$ cat config.mk
export PLATFORM = sky130hd
export DESIGN_NAME = rx_rst_sequencer
export DESIGN_NICKNAME = d
export VERILOG_FILES = /design/src/rtl/rx_rst_sequencer.sv
export SDC_FILE = /design/constraint.sdc
export NUM_CORES = 1
export LEC_CHECK = 0
export CORE_MARGIN = 2
export CORE_UTILIZATION = 35
export DETAILED_ROUTE_END_ITERATION = 10
export SLEW_MARGIN = 10
export SYNTH_ARGS = -nofsm -noshare
export SYNTH_HDL_FRONTEND = slang
export SYNTH_SLANG_ARGS = --single-unit
export TNS_END_PERCENT = 10
$ cat constraint.sdc
create_clock -name clk -period 2.4 [get_ports clk]
set_clock_uncertainty 0.05 [all_clocks]
set_input_delay 0.48 -clock clk [delete_from_list [all_inputs] [get_ports clk]]
set_output_delay 0.48 -clock clk [all_outputs]
set_load 0.1 [all_outputs]
$ cat src/rtl/rx_rst_sequencer.sv
// ============================================================================
// Module   : rx_rst_sequencer
// Turns watchdog/software reset requests into fixed-length rx resets plus a
// holdoff window. Optional cause capture: define RX_RST_SEQ_CAUSE_EN.
// Revision : 1.0
// ============================================================================
`default_nettype none

module rx_rst_sequencer #(
   parameter int CNT_WIDTH = 16
) (
   input  logic                 clk,
   input  logic                 rstn,
   input  logic                 enable,
   input  logic                 wd_rst,
   input  logic                 sw_rst,
   input  logic [7:0]           rst_len,
   input  logic [15:0]          holdoff_len,
   input  logic                 cnt_clr,
   output logic                 rx_rst,
   output logic                 busy,
   output logic [CNT_WIDTH-1:0] seq_cnt,
   output logic [1:0]           last_cause
);

   typedef enum logic [1:0] {
      IDLE    = 2'd0,
      ASSERT  = 2'd1,
      HOLDOFF = 2'd2
   } state_t;

   state_t      state, state_nxt;
   logic [15:0] cnt, cnt_nxt;
   logic        pending, pending_nxt;
   logic        wd_rst_d, sw_rst_d;
   logic        wd_trig, sw_trig, trig;
   logic        start;
   logic [15:0] assert_load;

   assign wd_trig = enable & wd_rst & ~wd_rst_d;
   assign sw_trig = sw_rst & ~sw_rst_d;
   assign trig    = wd_trig | sw_trig;

   // rst_len of zero behaves as a single-cycle reset
   assign assert_load = (rst_len == 8'd0) ? 16'd0 : {8'd0, rst_len - 8'd1};

   always_comb begin
      state_nxt   = state;
      cnt_nxt     = cnt;
      pending_nxt = pending;
      start       = 1'b0;
      case (state)
         IDLE: begin
            if (trig) begin
               state_nxt = ASSERT;
               cnt_nxt   = assert_load;
               start     = 1'b1;
            end
         end
         ASSERT: begin
            if (cnt == 16'd0) begin
               if (holdoff_len == 16'd0) begin
                  state_nxt = IDLE;
               end else begin
                  state_nxt = HOLDOFF;
                  cnt_nxt   = holdoff_len - 16'd1;
               end
            end else begin
               cnt_nxt = cnt - 16'd1;
            end
         end
         HOLDOFF: begin
            if (cnt == 16'd0) begin
               pending_nxt = 1'b0;
               if (pending || trig) begin
                  state_nxt = ASSERT;
                  cnt_nxt   = assert_load;
                  start     = 1'b1;
               end else begin
                  state_nxt = IDLE;
               end
            end else begin
               cnt_nxt = cnt - 16'd1;
               if (trig) pending_nxt = 1'b1;
            end
         end
         default: begin
            state_nxt   = IDLE;
            pending_nxt = 1'b0;
         end
      endcase
   end

   always_ff @(posedge clk or negedge rstn) begin
      if (!rstn) begin
         state    <= IDLE;
         cnt      <= 16'd0;
         pending  <= 1'b0;
         wd_rst_d <= 1'b0;
         sw_rst_d <= 1'b0;
         rx_rst   <= 1'b0;
         busy     <= 1'b0;
         seq_cnt  <= '0;
      end else begin
         state    <= state_nxt;
         cnt      <= cnt_nxt;
         pending  <= pending_nxt;
         wd_rst_d <= wd_rst;
         sw_rst_d <= sw_rst;
         rx_rst   <= (state_nxt == ASSERT);
         busy     <= (state_nxt != IDLE);
         if (cnt_clr)
            seq_cnt <= '0;
         else if (start && !(&seq_cnt))
            seq_cnt <= seq_cnt + {{(CNT_WIDTH-1){1'b0}}, 1'b1};
      end
   end

`ifdef RX_RST_SEQ_CAUSE_EN
   logic [1:0] pend_cause;
   logic [1:0] trig_cause;

   assign trig_cause = {sw_trig, wd_trig};

   // Causes seen during holdoff are folded into the back-to-back entry
   always_ff @(posedge clk or negedge rstn) begin
      if (!rstn) begin
         last_cause <= 2'b00;
         pend_cause <= 2'b00;
      end else begin
         if (start) begin
            last_cause <= pend_cause | trig_cause;
            pend_cause <= 2'b00;
         end else if (state_nxt == IDLE) begin
            pend_cause <= 2'b00;
         end else if (state == HOLDOFF && trig) begin
            pend_cause <= pend_cause | trig_cause;
         end
      end
   end
`else
   assign last_cause = 2'b00;
`endif

endmodule

`default_nettype wire

# After elaboration in Yosys (flattened, before gate mapping)
# Cells that the tools add are included.
[totals] register_bits=39 latchBits=0 ram_bits=0 romBits=0 input_bits=30 out_inout_bits=20 word_cells=62 mem_count=0
[classes] n_addsub=4 multipliers=0 div=0 magnitude_cmp=0 n_eq_ne=7 shifts=0 muxes=22 bitwise_logic=7 reduce_logical=14
[ops] op="two-way mux 16 bit" count=7
[ops] op="case mux 16 bit (3 select lines)" count=1
[ops] op="logical NOT 16 bit" count=2
[ops] op="subtractor 16 x 1 -> 16 bit (second input constant)" count=2
[ops] op="adder 16 x 1 -> 16 bit (second input constant)" count=1
[ops] op="AND reduction 16 bit" count=1
[ops] op="!= test 3 bit (second input constant)" count=3
[ops] op="logical NOT 8 bit" count=1
[ops] op="two-way mux 2 bit" count=4
[ops] op="two-way mux 8 bit" count=1
[ops] op="subtractor 8 x 1 -> 8 bit (second input constant)" count=1
[ops] op="two-way mux 1 bit" count=6
[ops] op="case mux 2 bit (3 select lines)" count=1
[ops] op="== test 2 x 1 -> 1 bit (second input constant)" count=2
[ops] op="case mux 1 bit (2 select lines)" count=2
[ops] op="AND reduction 4 bit" count=1
[ops] op="nonzero test 2 bit" count=2
[ops] op="AND 1 bit" count=3
[ops] op="NOT 1 bit" count=3
[ops] op="nonzero test 3 bit" count=1
[ops] op="== test 2 bit (second input constant)" count=1
[ops] op="logical NOT 2 bit" count=1
[ops] op="!= test 2 bit (second input constant)" count=1
[ops] op="AND reduction 2 bit" count=1
[ops] op="other kinds (5)" count=5

# Logic depth before layout (Yosys ltp)
# Gate-level depths: netlist (run 1).
[logic_depth] word_depth=10 mapped_depth=9 depth_no_buf=7

# Least setup slack after synthesis (run 1)
# No wires, ideal clock.
[synth_timing] path_kind="reg-to-reg" startpoint="register seq_cnt[1]" endpoint="register seq_cnt[5]" setup_time_ns=0.125 t_arrival_ns=2.591 required_time_ns=2.225 slack_ns=-0.366 stages_incl_launch_ff=8 path_buffers=1 synth_period_minus_slack_ns=2.766 cell_sequence="dfrtp_1 > ha_1 > nand2_1 > or3_1 > o22ai_1 > clkbuf_1 > nor3b_1 > mux2_2"
[synth_between] elab_chain_cells=4 elab_cells_between_ends=7 classes_between="1 x add/sub; 2 x mux; 4 x reduce/logical"
[synth_lines] item="start: declaration" line_no="22" text="output logic [CNT_WIDTH-1:0] seq_cnt,"
[synth_lines] item="start signal: assignment" line_no="115" text="seq_cnt <= seq_cnt + {{(CNT_WIDTH-1){1'b0}}, 1'b1};"
[synth_lines] item="parallel branches: the longest is 4 deep, another holds adder 16 x 1 -> 16 bit"
# Parallel ways; which one is timed is not known. The select of a mux whose other input is x is not followed.
# A chain may end at the register's enable or synchronous reset.

# Worst setup path in the final report (run 1)
[layout_timing] startpoint="register cnt[2]" endpoint="register seq_cnt[4]"
[layout_between] elab_chain_cells=5
[layout_lines] item="start: declaration" line_no="33" text="logic [15:0] cnt, cnt_nxt;"
[layout_lines] item="start signal: assignment" line_no="106" text="cnt <= cnt_nxt;"
[layout_lines] item="logical NOT 16 bit" line_no="73" text="if (cnt == 16'd0) begin"
[layout_lines] item="two-way mux 1 bit" line_no="73"
[layout_lines] item="case mux 1 bit (2 select lines)" line_no="52" text="case (state)"
[layout_lines] item="logical AND 1 bit" line_no="114" text="else if (start && !(&seq_cnt))"
[layout_lines] item="nonzero test 2 bit (no line)"
# No other way between the ends.

==> flow_summary.html, run 1 <==
<table>
<tr><th>Metric</th><th>Value</th></tr>
<tr><th colspan="2">Placement</th></tr>
<tr><td>GP Congestion</td><td>roughly 0.94</td></tr>
<tr><td>Post-DP HPWL</td><td>between 7000 and 8000 µm</td></tr>
<tr><td>Quantity of I/O buffers inserted on ports</td><td>47</td></tr>
<tr><th colspan="2">Synthesis</th></tr>
<tr><td>Number of enable flip-flop cells after synthesis</td><td>0</td></tr>
<tr><td>Main area contributors after synthesis</td><td>sky130_fd_sc_hd__dfrtp_1 31%, sky130_fd_sc_hd__a21oi_1 4.6%, sky130_fd_sc_hd__o31ai_1 4.0%, sky130_fd_sc_hd__ha_1 3.9%, sky130_fd_sc_hd__or4_1 3.8%</td></tr>
<tr><td>Number of synthesized register bits</td><td>39</td></tr>
<tr><td>Most area-hungry cell type in the Yosys netlist</td><td>sky130_fd_sc_hd__dfrtp_1</td></tr>
<tr><td>Average cell area after synthesis</td><td>around 8.4 µm²</td></tr>
<tr><td>Fraction of post-synthesis cell area in the top cell type by area</td><td>just over 30%</td></tr>
<tr><td>Gate count after technology mapping</td><td>~380</td></tr>
<tr><td>Count of warnings emitted by yosys</td><td>0</td></tr>
<tr><td>Sequential-to-total area share from yosys stat</td><td>approximately 31%</td></tr>
<tr><td>Area of the mapped netlist</td><td>roughly 0.0032 mm²</td></tr>
<tr><td>Asr flop ratio synth</td><td>100.0%</td></tr>
<tr><td>Count of distinct cell types in the synthesized netlist</td><td>61</td></tr>
<tr><td>Ys flop type</td><td>sky130_fd_sc_hd__dfrtp_1</td></tr>
<tr><th colspan="2">Floorplanning</th></tr>
<tr><td>Die height</td><td>99.20 µm</td></tr>
<tr><td>Die footprint</td><td>between 0.009 and 0.01 mm²</td></tr>
<tr><td>Row Count</td><td>34</td></tr>
<tr><td>Starting density of the core</td><td>between 30% and 40%</td></tr>
<tr><td>Core outline area</td><td>between 0.008 and 0.009 mm²</td></tr>
<tr><td>X dimension of the die</td><td>99.20 µm</td></tr>
<tr><td>Top-Level Pins</td><td>50</td></tr>
<tr><th colspan="2">Clock tree</th></tr>
<tr><td>H-tree level count</td><td>2</td></tr>
<tr><td>Total CTS buffers</td><td>5</td></tr>
<tr><td>Master cell of the clock root buffer</td><td>sky130_fd_sc_hd__clkbuf_8</td></tr>
<tr><td>Post-CTS Resized</td><td>0</td></tr>
<tr><td>CTS tree</td><td>done</td></tr>
<tr><td>Clock insertion delay at the later pin of the skew report</td><td>roughly 0.30 ns</td></tr>
<tr><td>Setup Fix Bufs, Post-CTS</td><td>0</td></tr>
<tr><td>Clock transition at the registers of the reported paths</td><td>around 0.090 ns</td></tr>
<tr><td>Clk sink count</td><td>39</td></tr>
<tr><td>Hold_buf cts</td><td>0</td></tr>
<tr><td>Longest Clk Path Bufs</td><td>2</td></tr>
<tr><th colspan="2">GRT</th></tr>
<tr><td>Vias in the first global route</td><td>between 3000 and 4000</td></tr>
<tr><td>Wire length of the first global-routing pass</td><td>15750 µm</td></tr>
<tr><td>Met3 layer usage reported by global route</td><td>approximately 2.9%</td></tr>
<tr><td>Largest net degree at the start of global routing</td><td>18</td></tr>
<tr><td>GR met2 Demand/Resource</td><td>30.93%</td></tr>
<tr><td>Total global routing overflow</td><td>0</td></tr>
<tr><td>All-Layer GR Usage</td><td>around a fifth</td></tr>
<tr><td>Antenna violations before repair</td><td>0</td></tr>
<tr><td>Met1 Use GR</td><td>between 20% and 30%</td></tr>
<tr><td>Global-route layer with the greatest usage</td><td>met2</td></tr>
<tr><th colspan="2">Timing</th></tr>
<tr><td>Post-route worst hold slack</td><td>-0.002666 ns</td></tr>
<tr><td>Hold violation count in the final report</td><td>3</td></tr>
<tr><td>Time the worst path needs with I/O delays and setup</td><td>approximately 2.3 ns</td></tr>
<tr><td>Setup repair after global routing missed its margin</td><td>true</td></tr>
<tr><td>Share of the cycle needed by the critical path after routing</td><td>96.23%</td></tr>
<tr><td>Total count of max-transition violations in the final report</td><td>0</td></tr>
<tr><td>Final Setup Violations</td><td>0</td></tr>
<tr><td>Upper clock frequency limit</td><td>~0.43 GHz</td></tr>
<tr><th colspan="2">Critical path</th></tr>
<tr><td>Required time worst endpoint</td><td>about 2.6 ns</td></tr>
<tr><td>Endpoint class of the critical path</td><td>flip-flop</td></tr>
<tr><td>Max stage delay on crit path</td><td>slightly below 0.5 ns</td></tr>
<tr><td>Cell-by-cell listing of the critical path</td><td>nor4_4 &gt; nand4_4 &gt; a2bb2oi_2 &gt; buf_12 &gt; buf_4 &gt; or4_1 &gt; a21oi_1</td></tr>
<tr><td>Crit Path Max Fanout</td><td>7</td></tr>
<tr><td>Sort of element at the start of the critical path</td><td>flip-flop</td></tr>
<tr><td>CP max-delay cell</td><td>sky130_fd_sc_hd__or4_1</td></tr>
<tr><td>Startpoint-to-endpoint class of the critical path</td><td>reg2reg</td></tr>
<tr><td>Data arrival time of the critical path</td><td>roughly 2.5 ns</td></tr>
<tr><td>Number of cells on the worst reg-to-reg path</td><td>7</td></tr>
<tr><th colspan="2">Layout</th></tr>
<tr><td>Final nets</td><td>roughly 540</td></tr>
<tr><td>Fill cell count</td><td>around 840</td></tr>
<tr><td>Share of post-route cells with drive strength above 1</td><td>about 29%</td></tr>
<tr><td>Area used by sequential logic in the layout</td><td>~1000 µm²</td></tr>
<tr><td>Signed area change from the synthesized netlist to the final layout</td><td>40.55%</td></tr>
<tr><td>Most frequent cells in the layout</td><td>97 x sky130_fd_sc_hd__buf_4, 29 x sky130_fd_sc_hd__a21oi_1, 28 x sky130_fd_sc_hd__nand2_1, 28 x sky130_fd_sc_hd__clkdlybuf4s50_1, 24 x sky130_fd_sc_hd__dfrtp_1</td></tr>
<tr><td>Final core utilization</td><td>between 50% and 60%</td></tr>
<tr><td>Most frequent standard cell in the layout excluding fill and tap cells</td><td>sky130_fd_sc_hd__buf_4</td></tr>
<tr><td>Antenna diode count</td><td>0</td></tr>
<tr><td>Area taken by multi-input logic gates</td><td>a little over 0.002 mm²</td></tr>
<tr><th colspan="2">Pwr</th></tr>
<tr><td>PD cells</td><td>457.5 mW/mm²</td></tr>
<tr><td>Maximum VDD drop</td><td>0.2346 mV</td></tr>
<tr><td>Lkg Pwr</td><td>0.001796 µW</td></tr>
<tr><th colspan="2">Status</th></tr>
<tr><td>Failing checks</td><td>negative hold slack</td></tr>
<tr><td>Run status</td><td>complete, but fails checks</td></tr>
<tr><th colspan="2">Route</th></tr>
<tr><td>Antenna-violating nets left</td><td>0</td></tr>
<tr><td>Routed wirelength normalized by instance count</td><td>between 15 and 20 µm</td></tr>
<tr><td>Initial drt markers</td><td>220</td></tr>
<tr><td>Via count</td><td>around 3400</td></tr>
<tr><td>Drt first pass iters</td><td>4</td></tr>
<tr><td>Via/cell ratio</td><td>between 5 and 6</td></tr>
<tr><td>DRC Markers</td><td>0</td></tr>
<tr><td>Routed wire length</td><td>between 9000 and 10000 µm</td></tr>
<tr><th colspan="2">Run</th></tr>
<tr><td>Maxcap violations</td><td>0</td></tr>
<tr><th colspan="2">Min path</th></tr>
<tr><td>Min-delay worst type</td><td>in2async</td></tr>
</table>
==> per-stage QoR <==
step	setup WS, ns	power (µW)	instances	area [µm²]	TNS [ns]
after global routing	-0.01233	2149	608	4458	-0.01233
after global placement	-0.1992	1460	600	4332	-2.209
after detailed placement	-0.2494	1474	600	4332	-3.005
final	0.09054	2039	608	4458	0
after floorplan	0.05986	1154	380	3199	0
after CTS	0.06270	2050	608	4447	0
==> per-layer routing <==
layer	vias to the layer above	part of all wire, %	wire [µm]
li1	1703	-	-
met2	110	46	4274
met4	0	2.9	265
met1	1585	45	4176
met3	18	5.5	511
met5	-	0	0
==> power breakdown <==
group | internal, µW | total [µW] | switching (µW)
logic | 340 | 660 | 320
registers | 727 | 802 | 74.9
clock network | 314 | 578 | 264
total | 1380 | 2040 | 659
==> Yosys cell counts, types with 4 or more instances <==
cell type / number
sky130_fd_sc_hd__dfrtp_1: 39
sky130_fd_sc_hd__a21oi_1: 29
sky130_fd_sc_hd__nand2_1: 28
sky130_fd_sc_hd__nor2_1: 22
sky130_fd_sc_hd__o21ai_0: 17
sky130_fd_sc_hd__o31ai_1: 17
sky130_fd_sc_hd__inv_1: 16
sky130_fd_sc_hd__nor3_1: 16
sky130_fd_sc_hd__or4_1: 16
sky130_fd_sc_hd__xnor2_1: 13
sky130_fd_sc_hd__nand4_1: 11
sky130_fd_sc_hd__a211oi_1: 10
sky130_fd_sc_hd__clkbuf_1: 10
sky130_fd_sc_hd__ha_1: 10
sky130_fd_sc_hd__nand3_1: 10
sky130_fd_sc_hd__o211ai_1: 10
sky130_fd_sc_hd__a31oi_1: 9
sky130_fd_sc_hd__nand2b_1: 7
sky130_fd_sc_hd__and2_1: 6
sky130_fd_sc_hd__nor4_1: 6
sky130_fd_sc_hd__or3_1: 6
sky130_fd_sc_hd__mux2_2: 5
sky130_fd_sc_hd__nor2b_1: 4
sky130_fd_sc_hd__nor3b_1: 4
==> area by class of cell <==
class / count / share of cell area, %
repair buffers: 129 / 24.08
inverters: 16 / 1.347
multi-input cells: 308 / 46.53
well taps: 108 / 3.031
clock inverters: 3 / 1.038
clock buffers: 5 / 1.544
flip-flops and latches: 39 / 22.42
==> path summary, 6_finish.rpt <==
kind | end | slack [ns] | startpoint
worst min-delay path | seq_cnt[0] | -0.003 | rstn
worst max register to register | seq_cnt[4] | 0.09 | cnt[2]
min in group clk | seq_cnt[14] | 0.52 | seq_cnt[14]
max in group asynchronous | seq_cnt[9] | 1.73 | rstn
worst min register to register | seq_cnt[14] | 0.52 | seq_cnt[14]
worst max-delay path | seq_cnt[4] | 0.09 | cnt[2]
==> logic make-up (layout without fill, tap and decap cells) <==
| group | count (synthesis) | after routing | share of synthesized area, % |
|---|---|---|---|
| XOR/XNOR | 16 | 16 | 4.418 |
| flip-flops | 39 | 39 | 30.77 |
| AO/OA/AOI/OAI | 116 | 116 | 24.22 |
| multiplexers | 7 | 7 | 2.406 |
| adder cells (fa/ha/maj) | 10 | 10 | 3.945 |
| AND/OR/NAND/NOR | 157 | 157 | 29.63 |
| buffers and inverters | 33 | 153 | 4.497 |
| other | 1 | 2 | 0.1182 |
==> registers in the layout, summed over array words and instances (netlist names) <==
name	flops
pending	1
rx_rst	1
seq_cnt	16
sw_rst_d	1
wd_rst_d	1
state	2
busy	1
cnt	16
==> worst max-delay path: cells and delay by family (launching register included) <==
kind / cells / cell delay (ns)
and+or+nand+nor: 3 / 1.07
buffers and inverters: 2 / 0.30
AOI/OAI and AO/OA: 2 / 0.41
DFF: 1 / 0.41
Power figures use the tool's default switching activity.
==> run 2, diff against run 1 <==
--- a/config.mk
+++ b/config.mk
@@ -7,6 +7,7 @@
 export LEC_CHECK = 0
 export CORE_MARGIN = 2
 export CORE_UTILIZATION = 35
+export CTS_BUF_LIST = sky130_fd_sc_hd__clkbuf_2 sky130_fd_sc_hd__clkbuf_4 sky130_fd_sc_hd__clkbuf_8
 export DETAILED_ROUTE_END_ITERATION = 10
 export SLEW_MARGIN = 10
 export SYNTH_ARGS = -nofsm -noshare
==> results of run 2 <==
Same layout as run 1: the final DEF is identical, and so are final timing and power.
==> run 3, diff against run 2 <==
--- a/config.mk
+++ b/config.mk
@@ -5,10 +5,11 @@
 export SDC_FILE = /design/constraint.sdc
 export NUM_CORES = 1
 export LEC_CHECK = 0
-export CORE_MARGIN = 2
 export CORE_UTILIZATION = 35
 export CTS_BUF_LIST = sky130_fd_sc_hd__clkbuf_2 sky130_fd_sc_hd__clkbuf_4 sky130_fd_sc_hd__clkbuf_8
 export DETAILED_ROUTE_END_ITERATION = 10
+export GPL_ROUTABILITY_DRIVEN = 0
+export SKIP_LAST_GASP = 1
 export SLEW_MARGIN = 10
 export SYNTH_ARGS = -nofsm -noshare
 export SYNTH_HDL_FRONTEND = slang
==> run 3 against run 2 <==
  * The flow now finishes without violations
  * Total power fell by 5.1%
  * Maximum frequency fell by 0.11%
  * Global-route usage rose by 0.19 points
  * Combinational power fell by 3.9%
  * Via count fell by 2.2%
  * Highest routed layer unchanged
==> flow_summary.html, run 3 (same netlist as run 1, synthesis figures left out) <==
<table>
<tr><th>Metric</th><th>Value</th></tr>
<tr><th colspan="2">Status</th></tr>
<tr><td>Run status</td><td>finished clean (was complete, but fails checks)</td></tr>
<tr><th colspan="2">Critical path</th></tr>
<tr><td>Internal reg-to-reg setup slack</td><td>0.11 ns (was 0.09 ns)</td></tr>
<tr><td>Worst r2r dst</td><td>cnt[5] (was seq_cnt[4])</td></tr>
<tr><td>Number of cells on the worst reg-to-reg path</td><td>7 (unchanged)</td></tr>
<tr><td>Endpoint class of the critical path</td><td>flip-flop (unchanged)</td></tr>
<tr><td>Required time worst endpoint</td><td>2.52 ns (was 2.57 ns)</td></tr>
<tr><td>Reg2reg start</td><td>cnt[2] (unchanged)</td></tr>
<tr><td>Crit Path Max Fanout</td><td>4 (was 7)</td></tr>
<tr><td>Startpoint-to-endpoint class of the critical path</td><td>in2reg (was reg2reg)</td></tr>
<tr><td>Sort of element at the start of the critical path</td><td>primary input (was flip-flop)</td></tr>
<tr><td>Data arrival time of the critical path</td><td>2.44 ns (was 2.48 ns)</td></tr>
<tr><th colspan="2">Placement</th></tr>
<tr><td>Number of placed instances with taps included</td><td>587 (was 600)</td></tr>
<tr><td>Quantity of I/O buffers inserted on ports</td><td>47 (unchanged)</td></tr>
<tr><td>Post-DP HPWL</td><td>7281 µm (was 7460 µm)</td></tr>
<tr><th colspan="2">Route</th></tr>
<tr><td>Via/cell ratio</td><td>5.606 (was 5.618)</td></tr>
<tr><td>Drt first pass iters</td><td>4 (unchanged)</td></tr>
<tr><td>Routed wire length</td><td>9251 µm (was 9228 µm)</td></tr>
<tr><td>Antenna-violating nets left</td><td>0 (unchanged)</td></tr>
<tr><td>Routed wirelength normalized by instance count</td><td>15.52 µm (was 15.18 µm)</td></tr>
<tr><td>Initial drt markers</td><td>193 (was 220)</td></tr>
<tr><td>Via count</td><td>3341 (was 3416)</td></tr>
<tr><td>DRC Markers</td><td>0 (unchanged)</td></tr>
<tr><th colspan="2">Run</th></tr>
<tr><td>Maxcap violations</td><td>0 (unchanged)</td></tr>
<tr><th colspan="2">Floorplanning</th></tr>
<tr><td>Core outline area</td><td>0.008763 mm² (unchanged)</td></tr>
<tr><td>Die height</td><td>97.20 µm (was 99.20 µm)</td></tr>
<tr><td>Row Count</td><td>34 (unchanged)</td></tr>
<tr><td>Die footprint</td><td>0.009447 mm² (was 0.009840 mm²)</td></tr>
<tr><td>Starting density of the core</td><td>36.19% (unchanged)</td></tr>
<tr><td>X dimension of the die</td><td>97.20 µm (was 99.20 µm)</td></tr>
<tr><td>Top-Level Pins</td><td>50 (unchanged)</td></tr>
<tr><th colspan="2">Layout</th></tr>
<tr><td>Most frequent cells in the layout</td><td>85 x sky130_fd_sc_hd__buf_4, 29 x sky130_fd_sc_hd__a21oi_1, 28 x sky130_fd_sc_hd__nand2_1, 28 x sky130_fd_sc_hd__clkdlybuf4s50_1, 24 x sky130_fd_sc_hd__dfrtp_1 (was 97 x sky130_fd_sc_hd__buf_4, 29 x sky130_fd_sc_hd__a21oi_1, 28 x sky130_fd_sc_hd__nand2_1, 28 x sky130_fd_sc_hd__clkdlybuf4s50_1, 24 x sky130_fd_sc_hd__dfrtp_1)</td></tr>
<tr><td>Largest registers</td><td>cnt (16), seq_cnt (16), state (2) (unchanged)</td></tr>
<tr><td>Signed area change from the synthesized netlist to the final layout</td><td>36.69% (was 40.55%)</td></tr>
<tr><td>Antenna diode count</td><td>0 (unchanged)</td></tr>
<tr><td>Share of post-route cells with drive strength above 1</td><td>26.23% (was 28.80%)</td></tr>
<tr><td>Number of non-filler instances in the completed layout</td><td>596 (was 608)</td></tr>
<tr><td>Most frequent standard cell in the layout excluding fill and tap cells</td><td>sky130_fd_sc_hd__buf_4 (unchanged)</td></tr>
<tr><td>Final nets</td><td>527 (was 539)</td></tr>
<tr><th colspan="2">Timing</th></tr>
<tr><td>Transition time at the pin with the least slew margin</td><td>about 0.55 ns</td></tr>
<tr><td>Final Setup Violations</td><td>0 (unchanged)</td></tr>
<tr><td>Post-route worst hold slack</td><td>0.4912 ns (was -0.002666 ns)</td></tr>
<tr><td>Time the worst path needs with I/O delays and setup</td><td>2.312 ns (was 2.309 ns)</td></tr>
<tr><td>Setup repair after global routing missed its margin</td><td>true (unchanged)</td></tr>
<tr><td>Tightest slew margin relative to the limit</td><td>between 60% and 70%</td></tr>
<tr><td>Upper clock frequency limit</td><td>0.4325 GHz (was 0.4330 GHz)</td></tr>
<tr><td>Share of the cycle needed by the critical path after routing</td><td>96.33% (was 96.23%)</td></tr>
<tr><td>Total count of max-transition violations in the final report</td><td>0 (unchanged)</td></tr>
<tr><td>Hold violation count in the final report</td><td>0 (was 3)</td></tr>
<tr><th colspan="2">Clock tree</th></tr>
<tr><td>Clock transition at the registers of the reported paths</td><td>0.09 ns (about the same)</td></tr>
<tr><td>Clk sink count</td><td>39 (unchanged)</td></tr>
<tr><td>Clock insertion delay at the later pin of the skew report</td><td>0.30 ns (about the same)</td></tr>
<tr><td>Total CTS buffers</td><td>5 (unchanged)</td></tr>
<tr><td>Master cell of the clock root buffer</td><td>sky130_fd_sc_hd__clkbuf_8 (unchanged)</td></tr>
<tr><td>Longest Clk Path Bufs</td><td>2 (unchanged)</td></tr>
<tr><td>H-tree level count</td><td>2 (unchanged)</td></tr>
<tr><td>CTS tree</td><td>done (unchanged)</td></tr>
<tr><td>Setup Fix Bufs, Post-CTS</td><td>0 (unchanged)</td></tr>
<tr><th colspan="2">GRT</th></tr>
<tr><td>Largest net degree at the start of global routing</td><td>30 (was 18)</td></tr>
<tr><td>Vias in the first global route</td><td>3260 (was 3303)</td></tr>
<tr><td>Wire length of the first global-routing pass</td><td>15280 µm (was 15750 µm)</td></tr>
<tr><td>All-Layer GR Usage</td><td>19.70% (was 19.52%)</td></tr>
<tr><td>Antenna violations before repair</td><td>0 (unchanged)</td></tr>
<tr><td>Total global routing overflow</td><td>0 (unchanged)</td></tr>
<tr><th colspan="2">Min path</th></tr>
<tr><td>Min-delay worst type</td><td>in2async (unchanged)</td></tr>
<tr><th colspan="2">Pwr</th></tr>
<tr><td>PD cells</td><td>446.6 mW/mm² (was 457.5 mW/mm²)</td></tr>
<tr><td>Maximum VDD drop</td><td>0.2232 mV (was 0.2346 mV)</td></tr>
<tr><td>Lkg Pwr</td><td>0.001735 µW (was 0.001796 µW)</td></tr>
<tr><td>Sum of internal, switching and leakage power</td><td>1936 µW (was 2039 µW)</td></tr>
</table>
## run 3: layout make-up
class / count / area [µm²]
Tap cell: 108 / 135.1
Sequential cell: 39 / 999.7
Inverter: 16 / 60.06
Clock buffer: 6 / 82.58
Timing Repair Buffer: 117 / 973.4
Clock inverter: 2 / 16.27
Fill cell: 858 / 4428
Multi-Input combinational cell: 308 / 2068
## run 3: critical path, stage by stage
cell and delay, ns:
sky130_fd_sc_hd__clkdlybuf4s50_1 0.42, sky130_fd_sc_hd__or4_1 0.59, sky130_fd_sc_hd__or4_1 0.55, sky130_fd_sc_hd__xnor2_1 0.15, sky130_fd_sc_hd__a32oi_1 0.17, sky130_fd_sc_hd__o211ai_1 0.10
## run 3: how the worst max path moves through the flow
stage | startpoint | to | slack, ns | cells after the start
2_1_floorplan | seq_cnt[1] | seq_cnt[5] | 0.06 | 7
3_3_place_gp | holdoff_len[4] | cnt[10] | -0.21 | 6
3_5_place_dp | holdoff_len[4] | cnt[10] | -0.22 | 6
4_1_cts | cnt[2] | cnt[5] | 0.08 | 7
5_1_grt | cnt[12] | cnt[13] | -0.007 | 7
6_report | holdoff_len[4] | cnt[10] | 0.09 | 6
## run 3: where the power goes
part / internal, µW / switching, µW / total [µW]
Sequential: 727 / 78.0 / 805
Clock: 235 / 262 / 498
Combinational: 331 / 303 / 634
Total: 1290 / 643 / 1940
## run 3: repair_timing
item / in CTS / in global routing
hold buffers: 1 / 0
hold endpoints to repair: 5 / 0
gates resized for setup: 0 / 1
endpoints found under the setup margin: 0 / 2
## run 3: metrics by stage
| stage | instance area (µm²) | setup slack (ns) | util [%] | setup TNS, ns |
|---|---|---|---|---|
| after floorplan | 3199 | 0.05986 | - | 0 |
| after CTS | 4330 | 0.08198 | 49.41 | 0 |
| after global routing | 4335 | -0.007036 | 49.47 | -0.008085 |
| after detailed placement | 4222 | -0.2172 | 48.17 | -2.489 |
| after global placement | 4222 | -0.2124 | 48.17 | -1.899 |
| final | 4335 | 0.08801 | 49.47 | 0 |
## run 3: metal layers
layer | track usage, % | routed length, µm | part of all wire (%)
met2 | 32.88 | 4381 | 47
met4 | 8.152 | 159 | 1.7
met3 | 2.806 | 388 | 4.2
met1 | 25.50 | 4322 | 47
met5 | 0 | 0 | 0
